$ cat config.mk
export PLATFORM = sky130hd
export DESIGN_NAME = control_fsm
export DESIGN_NICKNAME = d
export VERILOG_FILES = /design/src/rtl/control_fsm.sv
export SDC_FILE = /design/constraint.sdc
export NUM_CORES = 1
export LEC_CHECK = 0
export CORE_MARGIN = 1
export CORE_UTILIZATION = 55
export DETAILED_ROUTE_END_ITERATION = 16
export DONT_BUFFER_PORTS = 1
export HOLD_SLACK_MARGIN = 0.12
export PLACE_DENSITY = 0.75
export RECOVER_POWER = 50
export SYNTH_ARGS = -nofsm -noshare
export SYNTH_HDL_FRONTEND = slang
export SYNTH_SLANG_ARGS = --single-unit
$ cat constraint.sdc
create_clock -name clk -period 2.4 [get_ports clk]
set_input_delay 0 -clock clk [delete_from_list [all_inputs] [get_ports clk]]
set_output_delay 0 -clock clk [all_outputs]
set_load 0.01 [all_outputs]
$ cat src/rtl/control_fsm.sv
`default_nettype none
// ============================================================================
// Module   : control_fsm
// Purpose  : Multi-cycle control unit for the BEAN-2 core. Latches the
//            fetched instruction into ir and steps it through FETCH, DECODE,
//            EXEC, MEM and WB. It drives every datapath select and write
//            enable, plus the dmem control pair. The PC moves only in the
//            final (retiring) cycle of each instruction. Illegal opcodes, and
//            ECALL/EBREAK when HALT_ON_ECALL=1, park the unit in HALT until
//            reset.
// Ports    : clk, reset (async, active-high)
//            Instr[31:0] imem data, br_taken branch comparator result
//            reg_WE, rs1_SEL, rs2_SEL, pc_SEL[1:0], reg_SEL[1:0],
//            imm_SEL[2:0], ALU_SEL[3:0] datapath controls
//            dmem_WE, dmem_SEL[2:0] data memory controls
//            halt, retired[31:0], state[2:0] status
// Revision : 1.0 - initial release
// ============================================================================
module control_fsm #(
  parameter bit HALT_ON_ECALL = 1'b1
) (
  input  logic        clk,
  input  logic        reset,
  input  logic [31:0] Instr,
  input  logic        br_taken,
  output logic        reg_WE,
  output logic        rs1_SEL,
  output logic        rs2_SEL,
  output logic [1:0]  pc_SEL,
  output logic [1:0]  reg_SEL,
  output logic [2:0]  imm_SEL,
  output logic [3:0]  ALU_SEL,
  output logic        dmem_WE,
  output logic [2:0]  dmem_SEL,
  output logic        halt,
  output logic [31:0] retired,
  output logic [2:0]  state
);

  typedef enum logic [2:0] {
    S_FETCH  = 3'b000,
    S_DECODE = 3'b001,
    S_EXEC   = 3'b010,
    S_MEM    = 3'b011,
    S_WB     = 3'b100,
    S_HALT   = 3'b111
  } state_t;

  localparam logic [6:0] c_opc_op     = 7'b0110011;
  localparam logic [6:0] c_opc_opimm  = 7'b0010011;
  localparam logic [6:0] c_opc_lui    = 7'b0110111;
  localparam logic [6:0] c_opc_auipc  = 7'b0010111;
  localparam logic [6:0] c_opc_load   = 7'b0000011;
  localparam logic [6:0] c_opc_store  = 7'b0100011;
  localparam logic [6:0] c_opc_branch = 7'b1100011;
  localparam logic [6:0] c_opc_jal    = 7'b1101111;
  localparam logic [6:0] c_opc_jalr   = 7'b1100111;
  localparam logic [6:0] c_opc_fence  = 7'b0001111;
  localparam logic [6:0] c_opc_system = 7'b1110011;

  localparam logic [2:0] c_imm_i = 3'b000;
  localparam logic [2:0] c_imm_s = 3'b001;
  localparam logic [2:0] c_imm_b = 3'b010;
  localparam logic [2:0] c_imm_u = 3'b011;
  localparam logic [2:0] c_imm_j = 3'b100;

  localparam logic [1:0] c_rs_alu = 2'b00;
  localparam logic [1:0] c_rs_imm = 2'b01;
  localparam logic [1:0] c_rs_mem = 2'b10;
  localparam logic [1:0] c_rs_pc4 = 2'b11;

  localparam logic [1:0] c_pc_plus4 = 2'b00;
  localparam logic [1:0] c_pc_imm   = 2'b01;
  localparam logic [1:0] c_pc_alu   = 2'b10;
  localparam logic [1:0] c_pc_hold  = 2'b11;

  state_t      state_q, state_d;
  logic [31:0] ir_q;
  logic [31:0] retired_q;

  // Instruction fields, always taken from the latched ir (never from Instr,
  // which may already show the next fetch address's data).
  logic [6:0] w_opc;
  logic [2:0] w_f3;
  logic [4:0] w_rd;
  assign w_opc = ir_q[6:0];
  assign w_f3  = ir_q[14:12];
  assign w_rd  = ir_q[11:7];

  // Bits of ir that no control decision depends on.
  logic w_unused;
  assign w_unused = ^{ir_q[31], ir_q[29:15]};

  // Per-instruction selects; held steady across EXEC, MEM and WB.
  logic       w_legal;
  logic       w_rs1_sel;
  logic       w_rs2_sel;
  logic [2:0] w_imm_sel;
  logic [3:0] w_alu_sel;
  logic [1:0] w_reg_sel;
  logic [2:0] w_dmem_sel;
  logic [1:0] w_pc_wb;

  always_comb begin
    w_legal    = 1'b1;
    w_rs1_sel  = 1'b0;
    w_rs2_sel  = 1'b0;
    w_imm_sel  = c_imm_i;
    w_alu_sel  = 4'b0000;
    w_reg_sel  = c_rs_alu;
    w_dmem_sel = 3'b000;
    w_pc_wb    = c_pc_plus4;
    case (w_opc)
      c_opc_op: begin
        w_alu_sel = {ir_q[30], w_f3};
      end
      c_opc_opimm: begin
        // bit30 only distinguishes SRLI/SRAI; elsewhere it is immediate data.
        w_rs2_sel = 1'b1;
        w_alu_sel = {(w_f3 == 3'b101) ? ir_q[30] : 1'b0, w_f3};
      end
      c_opc_lui: begin
        w_imm_sel = c_imm_u;
        w_reg_sel = c_rs_imm;
      end
      c_opc_auipc: begin
        w_rs1_sel = 1'b1;
        w_rs2_sel = 1'b1;
        w_imm_sel = c_imm_u;
      end
      c_opc_load: begin
        w_rs2_sel  = 1'b1;
        w_reg_sel  = c_rs_mem;
        w_dmem_sel = w_f3;
      end
      c_opc_store: begin
        w_rs2_sel  = 1'b1;
        w_imm_sel  = c_imm_s;
        w_dmem_sel = w_f3;
      end
      c_opc_branch: begin
        w_imm_sel = c_imm_b;
      end
      c_opc_jal: begin
        w_imm_sel = c_imm_j;
        w_reg_sel = c_rs_pc4;
        w_pc_wb   = c_pc_imm;
      end
      c_opc_jalr: begin
        w_rs2_sel = 1'b1;
        w_reg_sel = c_rs_pc4;
        w_pc_wb   = c_pc_alu;
      end
      c_opc_fence, c_opc_system: begin
      end
      default: begin
        w_legal = 1'b0;
      end
    endcase
  end

  // Next-state and output decode.
  always_comb begin
    state_d  = state_q;
    reg_WE   = 1'b0;
    rs1_SEL  = 1'b0;
    rs2_SEL  = 1'b0;
    pc_SEL   = c_pc_hold;
    reg_SEL  = c_rs_alu;
    imm_SEL  = c_imm_i;
    ALU_SEL  = 4'b0000;
    dmem_WE  = 1'b0;
    dmem_SEL = 3'b000;
    halt     = 1'b0;
    case (state_q)
      S_FETCH: begin
        state_d = S_DECODE;
      end
      S_DECODE: begin
        if (!w_legal || ((w_opc == c_opc_system) && HALT_ON_ECALL)) begin
          state_d = S_HALT;
        end else begin
          state_d = S_EXEC;
        end
      end
      S_EXEC, S_MEM, S_WB: begin
        rs1_SEL  = w_rs1_sel;
        rs2_SEL  = w_rs2_sel;
        imm_SEL  = w_imm_sel;
        ALU_SEL  = w_alu_sel;
        reg_SEL  = w_reg_sel;
        dmem_SEL = w_dmem_sel;
        if (state_q == S_EXEC) begin
          case (w_opc)
            c_opc_load, c_opc_store: begin
              state_d = S_MEM;
            end
            c_opc_branch: begin
              pc_SEL  = br_taken ? c_pc_imm : c_pc_plus4;
              state_d = S_FETCH;
            end
            c_opc_fence, c_opc_system: begin
              pc_SEL  = c_pc_plus4;
              state_d = S_FETCH;
            end
            default: begin
              state_d = S_WB;
            end
          endcase
        end else if (state_q == S_MEM) begin
          if (w_opc == c_opc_store) begin
            dmem_WE = 1'b1;
            pc_SEL  = c_pc_plus4;
            state_d = S_FETCH;
          end else begin
            state_d = S_WB;
          end
        end else begin
          reg_WE  = (w_rd != 5'd0);
          pc_SEL  = w_pc_wb;
          state_d = S_FETCH;
        end
      end
      S_HALT: begin
        halt = 1'b1;
      end
      default: begin
        state_d = S_FETCH;
      end
    endcase
  end

  // An instruction retires on any edge that returns from EXEC/MEM/WB to FETCH.
  logic w_retire;
  assign w_retire = ((state_q == S_EXEC) || (state_q == S_MEM) || (state_q == S_WB))
                    && (state_d == S_FETCH);

  always_ff @(posedge clk or posedge reset) begin
    if (reset) begin
      state_q   <= S_FETCH;
      ir_q      <= 32'h0000_0013;
      retired_q <= 32'd0;
    end else begin
      state_q <= state_d;
      if (state_q == S_FETCH) begin
        ir_q <= Instr;
      end
      if (w_retire) begin
        retired_q <= retired_q + 32'd1;
      end
    end
  end

  assign state   = state_q;
  assign retired = retired_q;

endmodule
`default_nettype wire

==> qor.csv, run 1 <==
stage,metric,value,unit
status,status,"finished, violations left",
status,violations,"capacitance limit, slew limit",
drt,drtAntennaViolNets,0,
sta,slew_violations,52,
sta,tightest_slew,1870,ps
grt,busiest_layer,met2,
worst_hold_path,whs_path_depth,2,
clock_tree,cts_resized,0,
drt,wl,5990,um
floorplanning,pin_count,89,
clock_tree,cts_buffers,5,
place,hpwl,4130,um
clock_tree,cts_tree,yes,
sta,tns,0,ps
sta,finalClockSkew,5.72,ps
place,portBuffers,0,
worst_setup_path,startpoint_type,register,
drt,vias,2158,
clock_tree,path_clk_slew,90,ps
synth,yosys.area.top_type_share,42.5,%
sta,timing.final.ws_setup,255,ps
drt,post-route-drc-count,0,
worst_setup_path,crit_arrival,2140,ps
clock_tree,clockBufferDepth,2,
clock_tree,cts_hold_buf,17,
synth,seq_area_frac_synth,45.3,%
cells_and_area,final_common_cell,dfrtp_1,
sta,rsz0062_at_grt,false,
cells_and_area,drive_above_1_share,14.9,%
power,irDropWorstVdd,0.546,mV
synth,yosysWarningCount,0,
synth,synthFlopType,dfrtp_1,
synth,syn_area_per_cell,10.2,um^2
grt,met2_usage,35.6,%
floorplanning,dieArea,5430,um^2
sta,min_period,2140,ps
floorplanning,die_w,73.7,um
sta,timing.final.crit_share,89.4,%
run,cap_violations,1,
clock_tree,ctsHtreeMaxLevel,2,
drt,firstDrtPassIters,4,
grt,grt_max_degree,52,
floorplanning,row_count,25,
synth,ys_ff_latch,51,
cells_and_area,syn2layout_area_growth,11.5,%
worst_setup_path,worstSetupEndpointType,primary output,
cells_and_area,diodes,0,
place,place_congestion,0.827,
cells_and_area,final_cell_mix,"48 x dfrtp_1, 29 x xnor2_1, 23 x and3_1, 21 x nand3_1, 19 x nor2_1",
grt,grt_pass1_wl,9700,um
worst_setup_path,required,2400,ps
clock_tree,cts.root.buffer_cell,clkbuf_8,
floorplanning,die_height,73.7,um
grt,antenna_found_initial,0,
synth,async_flop_share,100,%
synth,synthTopCellsByArea,"dfrtp_1 42%, xnor2_1 9.0%, mux2_2 6.0%, and3_1 5.1%, nand4_1 4.0%",
cells_and_area,nets,331,
clock_tree,insertion_delay,300,ps
worst_hold_path,min_path_type,in2out,
sta,max_freq,0.466,GHz
synth,yosys.area.top_type,dfrtp_1,
floorplanning,start_util,58.3,%
synth,synth_enable_flop_cells,0,
synth,synthesis.nets,314,
drt,drt-vias-per-instance,5.94,
power,leakage,1.32,nW
place,place_worst_setup_slack,475,ps
synth,ys_types,50,
clock_tree,clock-sinks,51,
sta,hold_viol,0,
clock_tree,postCtsSetupBuffers,0,
sta,setup_violations,0,
sta,max_slew_margin,-24.7,%
drt,routedWlPerCell,16.5,um
grt,gr-total-overflow,0,
worst_setup_path,critPathMaxFanout,12,
drt,drt_first_iter_violations,170,
worst_setup_path,r2r_cells,5,
grt,grt.met1_usage,32.6,%
power,powerDensity,1040,nW/um^2
worst_setup_path,crit_type,reg2out,
grt,track_usage,23.4,%
synth,syn-instance-count,278,
floorplanning,core,4850,um^2
synth,netlist_area,2830,um^2
grt,met3_usage,6.58,%
grt,grt_pass1_vias,1939,
[registers in the layout, indices dropped and copies added, names as in the netlist]
register / flops
retired: 32
ir_q: 16
state: 3
[critical path, cell delays in order (launching register included)]
cell     delay (ps)
dfrtp_1         560
and2b_1         330
nor2_1          550
nor3_1          160
and3_1          240
[Yosys cell counts (2+ instances only)]
| master | number |
|---|---|
| nor4_1 | 2 |
| buf_6 | 4 |
| and2_1 | 6 |
| mux2_2 | 15 |
| nor2b_1 | 2 |
| or3_1 | 2 |
| nand3_1 | 21 |
| inv_1 | 5 |
| nand2_1 | 13 |
| xnor2_1 | 29 |
| nor3_1 | 7 |
| buf_2 | 11 |
| nand2b_1 | 3 |
| nor2_1 | 19 |
| nand4_1 | 18 |
| o22ai_1 | 2 |
| nand3b_1 | 2 |
| and3_1 | 23 |
| o21ai_0 | 3 |
| xor2_1 | 3 |
| and4_1 | 2 |
| a21oi_1 | 7 |
| nor3b_1 | 2 |
| o31ai_1 | 2 |
| dfstp_2 | 3 |
| dfrtp_1 | 48 |
[per-stage QoR]
stage	area [um^2]	power (mW)	instances	utilization, %	hold WS, ps
global route	3150	3.49	363	65.0	248
floorplan	2830	2.41	278	-	117
CTS	3160	3.28	363	65.1	234
detailed placement	2870	2.63	338	59.2	130
global placement	2870	2.61	338	59.2	127
finish	3150	3.26	363	65.0	233
[final timing paths]
check	slack (ps)	endpoint	start
worst max-delay path	260	ALU_SEL[3]	state[1]$_DFF_PP0_
worst min-delay path	230	pc_SEL[0]	br_taken
worst max register to register	440	retired[29]$_DFFE_PP0P_	state[1]$_DFF_PP0_
worst min register to register	510	ir_q[30]$_DFFE_PP0P_	ir_q[30]$_DFFE_PP0P_
max in group asynchronous	580	retired[0]$_DFFE_PP0P_	reset
min in group asynchronous	750	retired[29]$_DFFE_PP0P_	reset
[where the power goes]
part / total [mW] / switching [mW] / internal [mW]
registers: 1.41 / 0.310 / 1.10
logic: 1.23 / 0.681 / 0.552
clock network: 0.624 / 0.286 / 0.338
total: 3.26 / 1.28 / 1.98
[layout make-up]
class	instances	area, um^2
fill	404	1700
multi-input combinational	207	1430
sequential	51	1280
timing repair buffer	25	223
tap	67	83.8
clock buffer	6	82.6
clock inverter	2	35.0
inverter	5	18.8
[kinds of logic after synthesis]
group | count (synthesis) | share of synthesized area, %
mux | 16 | 6.51
buf+inv | 20 | 4.21
simple gates | 133 | 27.0
xor+xnor | 32 | 9.92
fa+ha+maj | 1 | 0.443
compound gates | 25 | 6.68
flops | 51 | 45.3
[metal layers]
layer	vias up	routed length (um)
li1	1034	-
met3	9	349
met4	0	80
met5	-	0
met1	1050	2810
met2	65	2760
No activity file was read; power rests on OpenSTA's default activity.
==> run 2, diff against run 1 <==
--- a/config.mk
+++ b/config.mk
@@ -11,7 +11,6 @@
 export DONT_BUFFER_PORTS = 1
 export HOLD_SLACK_MARGIN = 0.12
 export PLACE_DENSITY = 0.75
-export RECOVER_POWER = 50
 export SYNTH_ARGS = -nofsm -noshare
 export SYNTH_HDL_FRONTEND = slang
 export SYNTH_SLANG_ARGS = --single-unit
==> run 2 against run 1 <==
  * The run now ends clean
  * Non-clock buffer count stayed put
  * Sequential share of layout area is 0.097 points lower
  * Clock power hardly changed
  * Fmax is 1.3% lower
  * Routed wire length is 0.40% higher
  * Sequential cell count stayed put
  * Clock skew hardly changed
  * Total power is 0.53% higher
  * Via count is 1.3% lower
  * Final area is 0.24% higher
  * Register-to-register slack worse by 20 ps
  * Worst setup slack worse by 28 ps
  * Largest cell class unchanged
  * Largest power group unchanged
==> qor.csv, run 2 (same netlist as run 1, synthesis figures left out) <==
stage,metric,value,unit,change
drt,wl,6020,um,+0.40%
place,hpwl,4130,um,unchanged
run,cap_violations,0,,-1
grt,grt_pass1_wl,9700,um,unchanged
worst_setup_path,crit_arrival,2170,ps,+30 ps
worst_hold_path,min_path_type,in2out,,
clock_tree,ctsHtreeMaxLevel,2,,unchanged
place,place_congestion,0.827,,unchanged
clock_tree,insertion_delay,300,ps,about the same
sta,tightest_slew,1030,ps,-843 ps
cells_and_area,syn2layout_area_growth,11.7,%,
sta,hold_viol,0,,unchanged
cells_and_area,nets,331,,unchanged
floorplanning,row_count,25,,unchanged
clock_tree,cts.root.buffer_cell,clkbuf_8,,
sta,min_period,2170,ps,+27.8 ps
power,leakage,1.33,nW,+0.49%
clock_tree,clockBufferDepth,2,,unchanged
worst_setup_path,critPathMaxFanout,12,,unchanged
power,p_total,3.28,mW,+0.53%
drt,drt_first_iter_violations,166,,-2.4%
drt,drt-vias-per-instance,5.87,,-1.3%
grt,antenna_found_initial,0,,unchanged
worst_setup_path,required,2400,ps,about the same
cells_and_area,final_common_cell,dfrtp_1,,
power,irDropWorstVdd,0.546,mV,about the same
floorplanning,die_height,73.7,um,unchanged
worst_setup_path,crit_type,reg2out,,
place,portBuffers,0,,unchanged
grt,grt_pass1_vias,1939,,unchanged
grt,track_usage,23.4,%,unchanged
drt,firstDrtPassIters,4,,unchanged
drt,routedWlPerCell,16.6,um,+0.40%
clock_tree,cts_tree,yes,,
clock_tree,path_clk_slew,90,ps,about the same
sta,max_freq,0.460,GHz,-1.3%
worst_setup_path,regToRegEndpoint,retired[29]$_DFFE_PP0P_,,
clock_tree,clock-sinks,51,,unchanged
sta,slew_violations,0,,-100%
sta,rsz0062_at_grt,false,,
sta,whs,231,ps,-1.93 ps
worst_setup_path,rrSetupSlack,420,ps,-20 ps
floorplanning,dieArea,5430,um^2,unchanged
cells_and_area,final_cell_mix,"48 x dfrtp_1, 29 x xnor2_1, 23 x and3_1, 21 x nand3_1, 19 x nor2_1",,
sta,tns,0,ps,unchanged
drt,drtAntennaViolNets,0,,unchanged
cells_and_area,largest_register_ffs,32,,unchanged
worst_setup_path,r2r_cells,5,,unchanged
cells_and_area,diodes,0,,unchanged
clock_tree,cts_buffers,5,,unchanged
worst_hold_path,whs_endpoint,pc_SEL[0],,
floorplanning,core,4850,um^2,unchanged
sta,timing.final.crit_share,90.5,%,+1.2 points
floorplanning,die_w,73.7,um,unchanged
power,powerDensity,1040,nW/um^2,+0.29%
clock_tree,cts_resized,0,,unchanged
sta,setup_violations,0,,unchanged
floorplanning,start_util,58.3,%,unchanged
floorplanning,pin_count,89,,unchanged
drt,vias,2131,,-1.3%
sta,max_slew_margin,31.5,%,+56 points
grt,gr-total-overflow,0,,unchanged
grt,grt_max_degree,52,,unchanged
status,status,finished clean,,
drt,post-route-drc-count,0,,unchanged
sta,finalClockSkew,5.27,ps,-0.447 ps
worst_setup_path,worstSetupEndpointType,primary output,,
worst_hold_path,whs_path_depth,2,,unchanged
cells_and_area,drive_above_1_share,15.9,%,+1.0 points
worst_hold_path,hp-start,br_taken,,
worst_setup_path,r2r-start,state[1]$_DFF_PP0_,,
worst_setup_path,startpoint_type,register,,
run 2: how the worst max path moves through the flow:
stage                              startpoint  depth (start not counted)  slack [ps]                      to
after floorplan            state[0]$_DFF_PP0_                          4         630     ir_q[2]$_DFFE_PP0P_
after global placement    ir_q[1]$_DFFE_PP1P_                          5         500  retired[1]$_DFFE_PP0P_
after detailed placement  ir_q[1]$_DFFE_PP1P_                          5         470  retired[1]$_DFFE_PP0P_
after CTS                  state[1]$_DFF_PP0_                          4         270              ALU_SEL[3]
after global routing       state[1]$_DFF_PP0_                          4         140              ALU_SEL[3]
final                      state[1]$_DFF_PP0_                          4         230              ALU_SEL[3]
run 2: metal layers:
| metal | track usage [%] | vias to the layer above | part of all wire (%) |
|---|---|---|---|
| met2 | 35.6 | 60 | 46 |
| met5 | 0 | - | 0 |
| met3 | 6.58 | 7 | 5.6 |
| li1 | - | 1033 | - |
| met4 | 6.62 | 0 | 1.1 |
| met1 | 32.6 | 1031 | 47 |
run 2: timing repair:
action | 4_1_cts | 5_1_grt
hold buffers | 17 | 0
setup buffers | 0 | 0
endpoints found under the hold margin | 64 | 0
run 2: per-stage QoR:
step	setup WS [ps]	instance area, um^2	cells	utilization, %
3_5_place_dp	475	2870	338	59.2
2_1_floorplan	631	2830	278	-
5_1_grt	136	3160	363	65.1
4_1_cts	265	3160	363	65.1
6_report	227	3160	363	65.1
3_3_place_gp	501	2870	338	59.2
run 2: critical path, cell delays in order (launching register included):
cell	delay, ps
dfrtp_1	570
and2b_1	340
nor2_1	550
nor3_1	170
and3_1	250
run 2: cell type report:
type	instances	area (um^2)
Inverter	5	18.8
Clock buffer	6	82.6
Clock inverter	2	35.0
Fill cell	400	1690
Multi-Input combinational cell	207	1430
Timing Repair Buffer	25	230
Tap cell	67	83.8
Sequential cell	51	1280
run 2: power by group:
group          switching [mW]  total [mW]  internal (mW)
combinational           0.679        1.24          0.566
sequential              0.314        1.41           1.09
clock                   0.287       0.625          0.338
total                    1.28        3.28           2.00
==> run 3, diff against run 2 <==
--- a/config.mk
+++ b/config.mk
@@ -5,6 +5,7 @@
 export SDC_FILE = /design/constraint.sdc
 export NUM_CORES = 1
 export LEC_CHECK = 0
+export CORE_ASPECT_RATIO = 1.4
 export CORE_MARGIN = 1
 export CORE_UTILIZATION = 55
 export DETAILED_ROUTE_END_ITERATION = 16
==> run 3 against run 2 <==
  * Non-clock buffer count is 1 lower
  * Largest cell class unchanged
  * Critical path type unchanged
  * Final area about the same
  * Global-route usage is 0.84 points higher
  * Clock skew grew 7.4 ps
  * Sequential cell count is the same
  * Fmax is 7.8% higher
  * Register-to-register slack about the same
  * Final cell count shrank 1.1%
  * Largest power group unchanged
  * Highest routed layer unchanged
  * Critical endpoint is now pc_SEL[0]
==> qor.csv, run 3 (same netlist as run 1, synthesis figures left out) <==
stage,metric,value,unit,change
clock_tree,insertion_delay,310,ps,about the same
worst_setup_path,cp-endpoint,pc_SEL[0],,
drt,routedWlPerCell,17.0,um,+2.5%
drt,firstDrtPassIters,4,,unchanged
power,powerDensity,1040,nW/um^2,+0.40%
sta,max_slew_margin,31.9,%,+0.43 points
cells_and_area,final_common_cell,dfrtp_1,,
floorplanning,pin_count,89,,unchanged
floorplanning,die_height,86.8,um,+18%
grt,track_usage,24.2,%,+0.84 points
cells_and_area,final_cell_mix,"48 x dfrtp_1, 29 x xnor2_1, 23 x and3_1, 21 x nand3_1, 19 x nor2_1",,
drt,top_layer_used,met4,,
cells_and_area,instances_no_fill,359,,-1.1%
floorplanning,row_count,30,,+20%
status,status,finished clean,,
drt,wl,6100,um,+1.4%
drt,drt-vias-per-instance,6.09,,+3.7%
drt,dr_wl_met2,3320,um,+19%
drt,vias,2186,,+2.6%
grt,gr-total-overflow,0,,unchanged
clock_tree,ctsHtreeMaxLevel,2,,unchanged
clock_tree,cts_resized,0,,unchanged
clock_tree,clockBufferDepth,2,,unchanged
power,leakage,1.32,nW,-0.39%
power,irDropWorstVdd,0.602,mV,+10%
place,place_congestion,0.808,,-2.3%
place,portBuffers,0,,unchanged
clock_tree,cts.root.buffer_cell,clkbuf_8,,
worst_setup_path,rrSetupSlack,410,ps,about the same
worst_setup_path,critPathMaxFanout,12,,unchanged
drt,m1WireLength,2340,um,-18%
clock_tree,cts_hold_buf,17,,unchanged
drt,drt_first_iter_violations,171,,+3.0%
worst_hold_path,min_path_type,in2out,,
worst_setup_path,crit_path_start,ir_q[5]$_DFFE_PP0P_,,
cells_and_area,drive_above_1_share,15.6,%,-0.29 points
worst_setup_path,worstSetupEndpointType,primary output,,
grt,grt_pass1_vias,2156,,+11%
sta,min_period,2020,ps,-157 ps
floorplanning,dieArea,5430,um^2,about the same
cells_and_area,nFillCells,427,,+6.8%
floorplanning,core,4880,um^2,+0.65%
worst_setup_path,required,2400,ps,about the same
cells_and_area,diodes,0,,unchanged
cells_and_area,syn2layout_area_growth,11.7,%,about the same
cells_and_area,multiInputGateArea,1430,um^2,unchanged
clock_tree,cts_buffers,5,,unchanged
clock_tree,path_clk_slew,90,ps,about the same
run,cap_violations,0,,unchanged
sta,rsz0062_at_grt,false,,
sta,slew_violations,0,,unchanged
grt,antenna_found_initial,0,,unchanged
floorplanning,start_util,57.9,%,-0.37 points
clock_tree,clock-sinks,51,,unchanged
worst_setup_path,crit_type,reg2out,,
cells_and_area,largest_register_ffs,32,,unchanged
worst_setup_path,r2r_cells,5,,unchanged
sta,hold_viol,0,,unchanged
worst_setup_path,r2r-start,ir_q[4]$_DFFE_PP1P_,,
grt,grt_pass1_wl,10300,um,+6.5%
worst_setup_path,startpoint_type,register,,
worst_setup_path,regToRegEndpoint,retired[21]$_DFFE_PP0P_,,
sta,setup_violations,0,,unchanged
place,hpwl,4320,um,+4.5%
drt,post-route-drc-count,0,,unchanged
sta,finalClockSkew,12.7,ps,+7.44 ps
grt,grt_max_degree,52,,unchanged
clock_tree,postCtsSetupBuffers,0,,unchanged
clock_tree,cts_tree,yes,,
drt,wl_met3,327,um,-2.7%
sta,timing.final.crit_share,84.0,%,-6.5 points
cells_and_area,regArea,1280,um^2,unchanged
drt,drtAntennaViolNets,0,,unchanged
place,placed_cells,334,,-1.2%
floorplanning,die_w,62.6,um,-15%
sta,tightest_slew,1020,ps,-6.47 ps
sta,tns,0,ps,unchanged
sta,max_freq,0.496,GHz,+7.8%
cells_and_area,nets,330,,-0.30%
worst_setup_path,crit_arrival,2020,ps,-150 ps
==> run 3: cell types whose count changed in the layout (fill, tap and decap cells not counted) <==
cell,previous run,this run
buf_4,8,6
inv_6,0,1
buf_12,0,1
clkinv_2,1,0
clkinvlp_4,0,1
clkbuf_8,6,5
==> run 3: critical path, stage by stage (launching register included) <==
cell      delay (ps)
dfrtp_1          570
nor3b_1          380
a21oi_2          140
a31oi_4          230
and2_4           220
o221ai_1         180
==> run 3: worst min-delay path by stage <==
stage,start,to,slack [ps],cells after the start
2_1_floorplan,Instr[13],ir_q[13]$_DFFE_PP0P_,120,2
3_3_place_gp,Instr[13],ir_q[13]$_DFFE_PP0P_,120,2
3_5_place_dp,Instr[13],ir_q[13]$_DFFE_PP0P_,130,2
4_1_cts,br_taken,pc_SEL[0],270,2
5_1_grt,br_taken,pc_SEL[0],260,2
6_report,br_taken,pc_SEL[0],260,2
==> run 3: through the flow <==
stage | hold slack [ps] | power [mW] | utilization (%) | cell area [um^2] | setup WS [ps]
detailed placement | 125 | 2.66 | 58.8 | 2870 | 434
global route | 262 | 3.48 | 64.7 | 3160 | 241
CTS | 269 | 3.30 | 64.7 | 3160 | 386
global placement | 121 | 2.63 | 58.8 | 2870 | 473
floorplan | 117 | 2.41 | - | 2830 | 631
finish | 256 | 3.29 | 64.7 | 3160 | 384
==> run 3: layout make-up <==
type                            instances  share of cell area [%]
Timing Repair Buffer                   24                    7.45
Sequential cell                        51                    40.5
Multi-Input combinational cell        207                    45.2
Clock buffer                            5                    2.18
Inverter                                5                   0.595
Tap cell                               64                    2.54
Clock inverter                          3                    1.47
==> run 3: layer usage <==
metal  GRT usage (%)  up-vias
met3            5.92       12
met5               0        -
met4            9.30        0
met2            45.4       66
li1                -     1035
met1            26.0     1073
==> run 3: power breakdown <==
group | switching, mW | internal, mW | leakage [nW]
sequential | 0.278 | 1.10 | 0.659
combinational | 0.714 | 0.586 | 0.611
clock | 0.302 | 0.314 | 0.0548
